[config.mk]
export PLATFORM = sky130hd
export DESIGN_NAME = regfile_scan_ctrl
export DESIGN_NICKNAME = d
export VERILOG_FILES = /design/src/rtl/regfile_scan_ctrl.sv
export SDC_FILE = /design/constraint.sdc
export NUM_CORES = 1
export LEC_CHECK = 0
export ABC_AREA = 1
export CAP_MARGIN = 40
export CORE_ASPECT_RATIO = 0.6
export CORE_MARGIN = 3
export CORE_UTILIZATION = 46
export CTS_BUF_LIST = sky130_fd_sc_hd__clkbuf_8
export DETAILED_ROUTE_END_ITERATION = 8
export GPL_ROUTABILITY_DRIVEN = 0
export PLACE_DENSITY = 0.85
export REMOVE_ABC_BUFFERS = 1
export SLEW_MARGIN = 20
export SYNTH_ARGS = -nofsm -noshare
export SYNTH_HDL_FRONTEND = slang
export SYNTH_SLANG_ARGS = --single-unit
[constraint.sdc]
create_clock -name clk -period 2 [get_ports clk]
set_input_delay 0.5 -clock clk [delete_from_list [all_inputs] [get_ports clk]]
set_output_delay 0.5 -clock clk [all_outputs]
set_load 0.05 [all_outputs]
[src/rtl/regfile_scan_ctrl.sv]
// Serial debug/scan access controller for the general register file.
// Framed serial read/write commands; shares write port 1 with the core, core has priority.
`ifndef WORD_LENGTH
`define WORD_LENGTH 32
`endif

module regfile_scan_ctrl #(
    parameter  int SIZE   = 16,
    parameter  int WIDTH  = `WORD_LENGTH,
    localparam int ADDR_W = $clog2(SIZE),
    localparam int CNT_W  = $clog2(WIDTH) + 1
) (
    input  logic              clk,
    input  logic              rst,
    input  logic              sEnable,
    input  logic              sIn,
    output logic              sOut,
    output logic              busy,
    output logic              done,
    input  logic              coreWe,
    input  logic [ADDR_W-1:0] coreWAddr,
    input  logic [WIDTH-1:0]  coreWData,
    output logic              rfWe,
    output logic [ADDR_W-1:0] rfWAddr,
    output logic [WIDTH-1:0]  rfWData,
    output logic [ADDR_W-1:0] rfRAddr,
    input  logic [WIDTH-1:0]  rfRData
);

    localparam logic [2:0] S_IDLE     = 3'd0;
    localparam logic [2:0] S_CMD_ADDR = 3'd1;
    localparam logic [2:0] S_DATA_IN  = 3'd2;
    localparam logic [2:0] S_CAPTURE  = 3'd3;
    localparam logic [2:0] S_DATA_OUT = 3'd4;
    localparam logic [2:0] S_WRITE    = 3'd5;
    localparam logic [2:0] S_END      = 3'd6;

    localparam logic [CNT_W-1:0] ADDR_LAST = CNT_W'(ADDR_W - 1);
    localparam logic [CNT_W-1:0] DATA_LAST = CNT_W'(WIDTH - 1);

    logic [2:0]        state_q, state_d;
    logic              cmd_q,   cmd_d;
    logic [ADDR_W-1:0] addr_q,  addr_d;
    logic [WIDTH-1:0]  data_q,  data_d;
    logic [CNT_W-1:0]  cnt_q,   cnt_d;
    logic              done_q,  done_d;
    logic              grant;

    // Debug write owns port 1 only while waiting in WRITE with the core idle; r0 is never written.
    assign grant = (state_q == S_WRITE) && !coreWe && (addr_q != '0);

    always_comb begin
        // NOTE: every always_comb output gets a default first so no path can infer a latch.
        state_d = state_q;
        cmd_d   = cmd_q;
        addr_d  = addr_q;
        data_d  = data_q;
        cnt_d   = cnt_q;
        done_d  = 1'b0;
        case (state_q)
            S_IDLE: begin
                if (sEnable) begin
                    cmd_d   = sIn;
                    cnt_d   = '0;
                    state_d = S_CMD_ADDR;
                end
            end
            S_CMD_ADDR: begin
                if (!sEnable) begin
                    state_d = S_IDLE;
                end else begin
                    addr_d = ADDR_W'({addr_q, sIn});
                    if (cnt_q == ADDR_LAST) begin
                        cnt_d   = '0;
                        state_d = cmd_q ? S_DATA_IN : S_CAPTURE;
                    end else begin
                        cnt_d = cnt_q + 1'b1;
                    end
                end
            end
            S_DATA_IN: begin
                if (!sEnable) begin
                    state_d = S_IDLE;
                end else begin
                    data_d = WIDTH'({data_q, sIn});
                    if (cnt_q == DATA_LAST) begin
                        cnt_d   = '0;
                        state_d = S_WRITE;
                    end else begin
                        cnt_d = cnt_q + 1'b1;
                    end
                end
            end
            S_CAPTURE: begin
                if (!sEnable) begin
                    state_d = S_IDLE;
                end else begin
                    data_d  = rfRData;
                    cnt_d   = '0;
                    state_d = S_DATA_OUT;
                end
            end
            S_DATA_OUT: begin
                if (!sEnable) begin
                    state_d = S_IDLE;
                end else begin
                    data_d = {data_q[WIDTH-2:0], 1'b0};
                    if (cnt_q == DATA_LAST) begin
                        cnt_d   = '0;
                        done_d  = 1'b1;
                        state_d = S_END;
                    end else begin
                        cnt_d = cnt_q + 1'b1;
                    end
                end
            end
            S_WRITE: begin
                // Committed: sEnable is ignored, only the core can stall completion.
                if (!coreWe || (addr_q == '0)) begin
                    done_d  = 1'b1;
                    state_d = S_END;
                end
            end
            S_END: begin
                if (!sEnable) begin
                    state_d = S_IDLE;
                end
            end
            default: state_d = S_IDLE;
        endcase
    end

    always_ff @(posedge clk or negedge rst) begin
        if (!rst) begin
            state_q <= S_IDLE;
            cmd_q   <= 1'b0;
            addr_q  <= '0;
            data_q  <= '0;
            cnt_q   <= '0;
            done_q  <= 1'b0;
        end else begin
            // NOTE: non-blocking assignments so every register samples pre-edge values.
            state_q <= state_d;
            cmd_q   <= cmd_d;
            addr_q  <= addr_d;
            data_q  <= data_d;
            cnt_q   <= cnt_d;
            done_q  <= done_d;
        end
    end

    assign rfWe    = grant ? 1'b1   : coreWe;
    assign rfWAddr = grant ? addr_q : coreWAddr;
    assign rfWData = grant ? data_q : coreWData;
    assign rfRAddr = addr_q;
    assign sOut    = (state_q == S_DATA_OUT) && data_q[WIDTH-1];
    assign busy    = (state_q != S_IDLE);
    assign done    = done_q;

endmodule

==> flow_summary.yaml, run 1 <==
pwr:
  power_frac_comb_pct: 66.4
  peakVddDrop_mv: 0.637
  switching_share_pct: 47.7
  internal_power_w: 0.00322
  switching_power_w: 0.00293
  cellLeakagePower_nw: 2.51
  sequentialPowerShare_pct: 24.2
  clockPowerShare_pct: 9.4
  powerDensity_nw_per_um2: 1170
run:
  drv_cap: 0
floorplanning:
  die_y_um: 69.4
  start_util_pct: 48.8
  die_w_um: 112
  core_um2: 6300
  ios: 117
  dieArea_um2: 7740
  num_rows: 22
detailed_routing:
  avgViaCountPerCell: 5.32
  routed-via-count: 3194
  antenna_left: 0
  drc: 0
  routed_wl_um: 9260
  drt_iter0_markers: 201
  dr.pass1.iters: 4
  drt-wirelength-per-cell_um: 15.4
status:
  violations: "setup timing"
  status: "finished, violations left"
placed_design:
  place_area_um2: 4790
  dp_hpwl_um: 6230
  place.port_buffers: 116
clock_tree:
  cts_buffers: 5
  hold_buffers: 0
  cts.sinks: 47
  cts_tree: "built"
  clk_latency_ns: 0.29
  clockBufferDepth: 2
  clock-root-buffer: "clkbuf_8"
  htreeDepth: 2
  path_clk_slew_ns: 0.09
critical_path:
  worstSetupPathType: "reg2out"
  start_kind: "flip-flop"
  crit_fanout: 8
  worstPathRequired_ns: 1.50
  end_kind: "output port"
  crit_arrival_ns: 1.82
yosys:
  synth_area_um2: 3080
  synth_largest_area_cell: "dfrtp_1"
  postSynthAreaPerCell_um2: 7.99
  ys_warn_count: 0
  yosysSeqAreaShare_pct: 38.2
  syn_inst: 385
  netlist_top_cells_area: "dfrtp_1 (38%), nand2_1 (13%), o211ai_2 (11%)"
  netlist-cell-type-count: 26
  ys_ff_latch: 47
  netlist.area_leader.share_pct: 38.2
sta:
  clock-skew-final_ns: 0.00856
  setup_slack_ns: -0.316
  rsz0062_at_grt: "yes"
  tightest_slew_ns: 0.589
  period_needed_ns: 2.32
  fin_crit_sh_pct: 116
  holdWs_ns: 0.287
  setup_violations: 37
  max_freq_ghz: 0.432
  slew_violations: 0
  hold_viol_final: 0
  slew-limit-headroom_pct: 60.7
final_layout:
  area_delta_synth_final_pct: 70.8
  nets: 590
  drive_gt1_share_pct: 38.8
  diodes: 0
  final_cell_area_um2: 5260
  layout_commonest_cell: "nand2_1"
  final_cell_mix: "nand2_1 (92), clkdlybuf4s50_1 (71), o21ai_2 (54), inv_1 (48), dfrtp_1 (47)"
global_routing:
  antenna_found_initial: 0
  grt.total_usage_pct: 22.3
  grt_pass1_vias: 3156
  grt_max_degree: 65
  grt_first_pass_wirelength_um: 14400
  grt_overflow: 0
min_path:
  hold_path_class: "in2async"
## power by group through the flow
stage	Combinational, W	Sequential, W	Clock (W)
after floorplan	0.00215	0.00164	0
after global placement	0.00362	0.00147	0
after detailed placement	0.00373	0.00149	0
after CTS	0.00388	0.00148	0.000592
after global routing	0.00444	0.00153	0.000620
final	0.00409	0.00149	0.000578
## final cells by class
class	count	area (um^2)
clock inverter	1	5.00
tap	84	105
fill	364	1050
timing repair buffer	146	1870
inverter	51	191
multi-input combinational	265	1820
sequential	47	1180
clock buffer	6	82.6
## worst max-delay path, stage by stage (launching register included)
cell and delay, ns:
dfrtp_1 0.41, inv_2 0.08, nand2_4 0.05, nor2_4 0.16
nand3_4 0.12, buf_12 0.15, clkbuf_16 0.17, o21ai_2 0.21
buf_12 0.17
## synthesized netlist by cell type
cell type    n
a21oi_1      5
buf_1        2
buf_2       13
buf_4        2
buf_6        3
buf_8        2
dfrtp_1     47
ha_1         1
inv_1       50
inv_2        1
nand2_1    105
nand2_2      3
nand2_4      1
nand3_1     12
nand3_2      2
nand3_4      1
nand4_1      2
nor2_1      17
nor2_4       2
o211ai_1     5
o211ai_2    27
o21ai_0     20
o21ai_1     31
o21ai_2     28
o22ai_1      1
xor2_1       2
## logic make-up (layout without fill, tap and decap cells)
kind of cell | Yosys count | after routing | synth area share [%]
AOI/OAI and AO/OA | 117 | 117 | 29.5
DFF | 47 | 47 | 38.2
and+or+nand+nor | 145 | 145 | 20.2
buffers and inverters | 73 | 204 | 11.1
xor gates and xnor gates | 2 | 2 | 0.569
adders and majority gates | 1 | 1 | 0.407
## final timing paths
kind / slack, ns / start / to / depth (start not counted)
worst min-delay path: 0.29 / rst / data_q[28] / 2
max in group asynchronous: 1.30 / rst / rfRAddr[1] / 2
min in group clk: 0.50 / cmd_q / cmd_q / 2
worst max register to register: 0.38 / state_q[1] / data_q[5] / 9
worst min register to register: 0.50 / cmd_q / cmd_q / 2
worst max-delay path: -0.32 / state_q[1] / rfWData[20] / 8
## layer usage
layer / track usage (%) / vias to the layer above / part of all wire [%]
met5: 0 / - / 0
met4: 6.75 / 0 / 2.1
met3: 5.93 / 22 / 8.7
met2: 36.1 / 141 / 48
met1: 29.4 / 1503 / 41
li1: - / 1528 / -
## what timing repair did
| action | in CTS | in global routing |
|---|---|---|
| buffers inserted | 2 | 6 |
| cloned | 0 | 2 |
| pin swaps | 4 | 2 |
| resized for setup | 46 | 34 |
| setup endpoints to repair | 37 | 38 |
## flip-flops by register name, summed over array words and instances, names as in the netlist
signal,cells
data_q,32
cnt_q,6
rfRAddr,4
state_q,3
cmd_q,1
done,1
## stage by stage
step | total power, W | utilization (%) | setup slack [ns] | setup TNS [ns] | cells
2_1_floorplan | 0.00379 | - | -1.09 | -33.20 | 363
3_3_place_gp | 0.00508 | 76.0 | -0.324 | -9.27 | 583
3_5_place_dp | 0.00521 | 76.0 | -0.372 | -10.71 | 583
4_1_cts | 0.00595 | 79.6 | -0.230 | -6.12 | 592
5_1_grt | 0.00659 | 83.4 | -0.355 | -10.45 | 600
6_report | 0.00615 | 83.4 | -0.316 | -7.60 | 600
Note: power is estimated with default switching activity, not from simulation.
==> inputs of run 2 (changes only) <==
CTS_CLUSTER_DIAMETER = 80   (was not set)
==> results of run 2 <==
No change in the layout: final DEF, timing and power equal those of run 1.
==> inputs of run 3 (changes only) <==
GPL_ROUTABILITY_DRIVEN = 1   (was 0)
==> flow_summary.yaml, run 3 (synthesis gave the netlist of run 1 again) <==
critical_path:
  startpoint: "state_q[1]"
  crit_arrival_ns: 1.72
  crit_fanout: 9
  worstSetupPathType: "reg2out"
  start_kind: "flip-flop"
  worstPathRequired_ns: 1.50
  end_kind: "output port"
  r2r_setup_slack_ns: 0.33
  regToRegStartpoint: "state_q[0]"
  reg2regPathDepth: 9
sta:
  setup_slack_ns: -0.215
  setup_violations: 37
  tightest_slew_ns: 0.589
  rsz0062_at_grt: "yes"
  slew_violations: 0
  max_freq_ghz: 0.451
  holdWs_ns: 0.287
  hold_viol_final: 0
  fin_crit_sh_pct: 111
  clock-skew-final_ns: 0.0107
  slew-limit-headroom_pct: 60.7
  period_needed_ns: 2.22
pwr:
  cellLeakagePower_nw: 2.58
  powerDensity_nw_per_um2: 1170
  peakVddDrop_mv: 0.715
floorplanning:
  ios: 117
  dieArea_um2: 7740
  die_y_um: 69.4
  num_rows: 22
  die_w_um: 112
  core_um2: 6300
  start_util_pct: 48.8
final_layout:
  layout_commonest_cell: "nand2_1"
  area_delta_synth_final_pct: 77.7
  largest_reg_flops: 32
  nets: 596
  final_cell_area_um2: 5470
  drive_gt1_share_pct: 40.5
  top_register: "data_q"
  n_fill_cell: 329
  final_cell_mix: "nand2_1 (85), clkdlybuf4s50_1 (71), inv_1 (49), dfrtp_1 (47), buf_12 (46)"
  diodes: 0
  fin_cells: 605
clock_tree:
  hold_buffers: 0
  clockBufferDepth: 2
  htreeDepth: 2
  cts_buffers: 5
  cts_tree: "built"
  path_clk_slew_ns: 0.08
  cts.sinks: 47
  clk_latency_ns: 0.29
  clock-root-buffer: "clkbuf_8"
detailed_routing:
  dr.pass1.iters: 5
  drc: 0
  routed-via-count: 3334
  drt_iter0_markers: 180
  avgViaCountPerCell: 5.51
  drt-wirelength-per-cell_um: 17.4
  routed_wl_um: 10500
  antenna_left: 0
placed_design:
  place_area_um2: 4810
  dp_hpwl_um: 6410
  place.port_buffers: 116
  dp.cells: 586
  gp_congestion: 0.888
run:
  drv_cap: 0
global_routing:
  grt_overflow: 0
  antenna_found_initial: 0
  grt_first_pass_wirelength_um: 15600
  grt.total_usage_pct: 24.2
  grt_pass1_vias: 3277
  grt_max_degree: 48
min_path:
  hold_path_class: "in2async"
status:
  violations: "setup timing"
  status: "finished, violations left"
## run 3: per-layer routing
layer	vias up	GRT usage [%]	share of wire, %
li1	1548	-	-
met2	190	40.9	49
met3	28	5.75	7.5
met1	1568	31.9	42
met4	0	5.40	1.8
met5	-	0	0
## run 3: critical path, stage by stage (launching register included)
cell,delay [ns]
dfrtp_1,0.39
inv_2,0.08
nand2_4,0.05
nor2_4,0.13
nand3_4,0.09
buf_12,0.17
clkbuf_16,0.19
o21ai_4,0.17
buf_12,0.15
## run 3: final cells by class
| class | instances | area (um^2) | share of cell area, % |
|---|---|---|---|
| Multi-Input combinational cell | 265 | 1950 | 35.6 |
| Tap cell | 84 | 105 | 1.92 |
| Timing Repair Buffer | 152 | 1980 | 36.2 |
| Clock inverter | 1 | 3.75 | 0.0686 |
| Inverter | 51 | 191 | 3.50 |
| Sequential cell | 47 | 1180 | 21.5 |
| Clock buffer | 5 | 68.8 | 1.26 |
## run 3: metrics by stage
stage	power (W)	util [%]	setup TNS, ns	setup WS [ns]
2_1_floorplan	0.00379	-	-33.20	-1.09
3_3_place_gp	0.00513	76.4	-9.29	-0.324
3_5_place_dp	0.00526	76.4	-10.70	-0.378
4_1_cts	0.00603	81.9	-7.00	-0.215
5_1_grt	0.00681	86.7	-8.98	-0.272
6_report	0.00638	86.7	-6.57	-0.215
## run 3: final timing paths
| path | end |
|---|---|
| max | rfWData[20] |
| min | data_q[28] |
| max reg2reg | data_q[5] |
| min reg2reg | cnt_q[1] |
| max in group asynchronous | data_q[4] |
| min in group clk | cnt_q[1] |
## run 3: report_power, final
part           switching, W  internal [W]
clock              0.000296      0.000229
combinational       0.00266       0.00170
sequential         0.000170       0.00133
## run 3: what timing repair did
item                       in CTS  in global routing
resized for setup              68                 34
pin swaps                       4                  5
gates cloned                    1                  5
setup buffers                   3                  4
setup endpoints to repair      37                 38
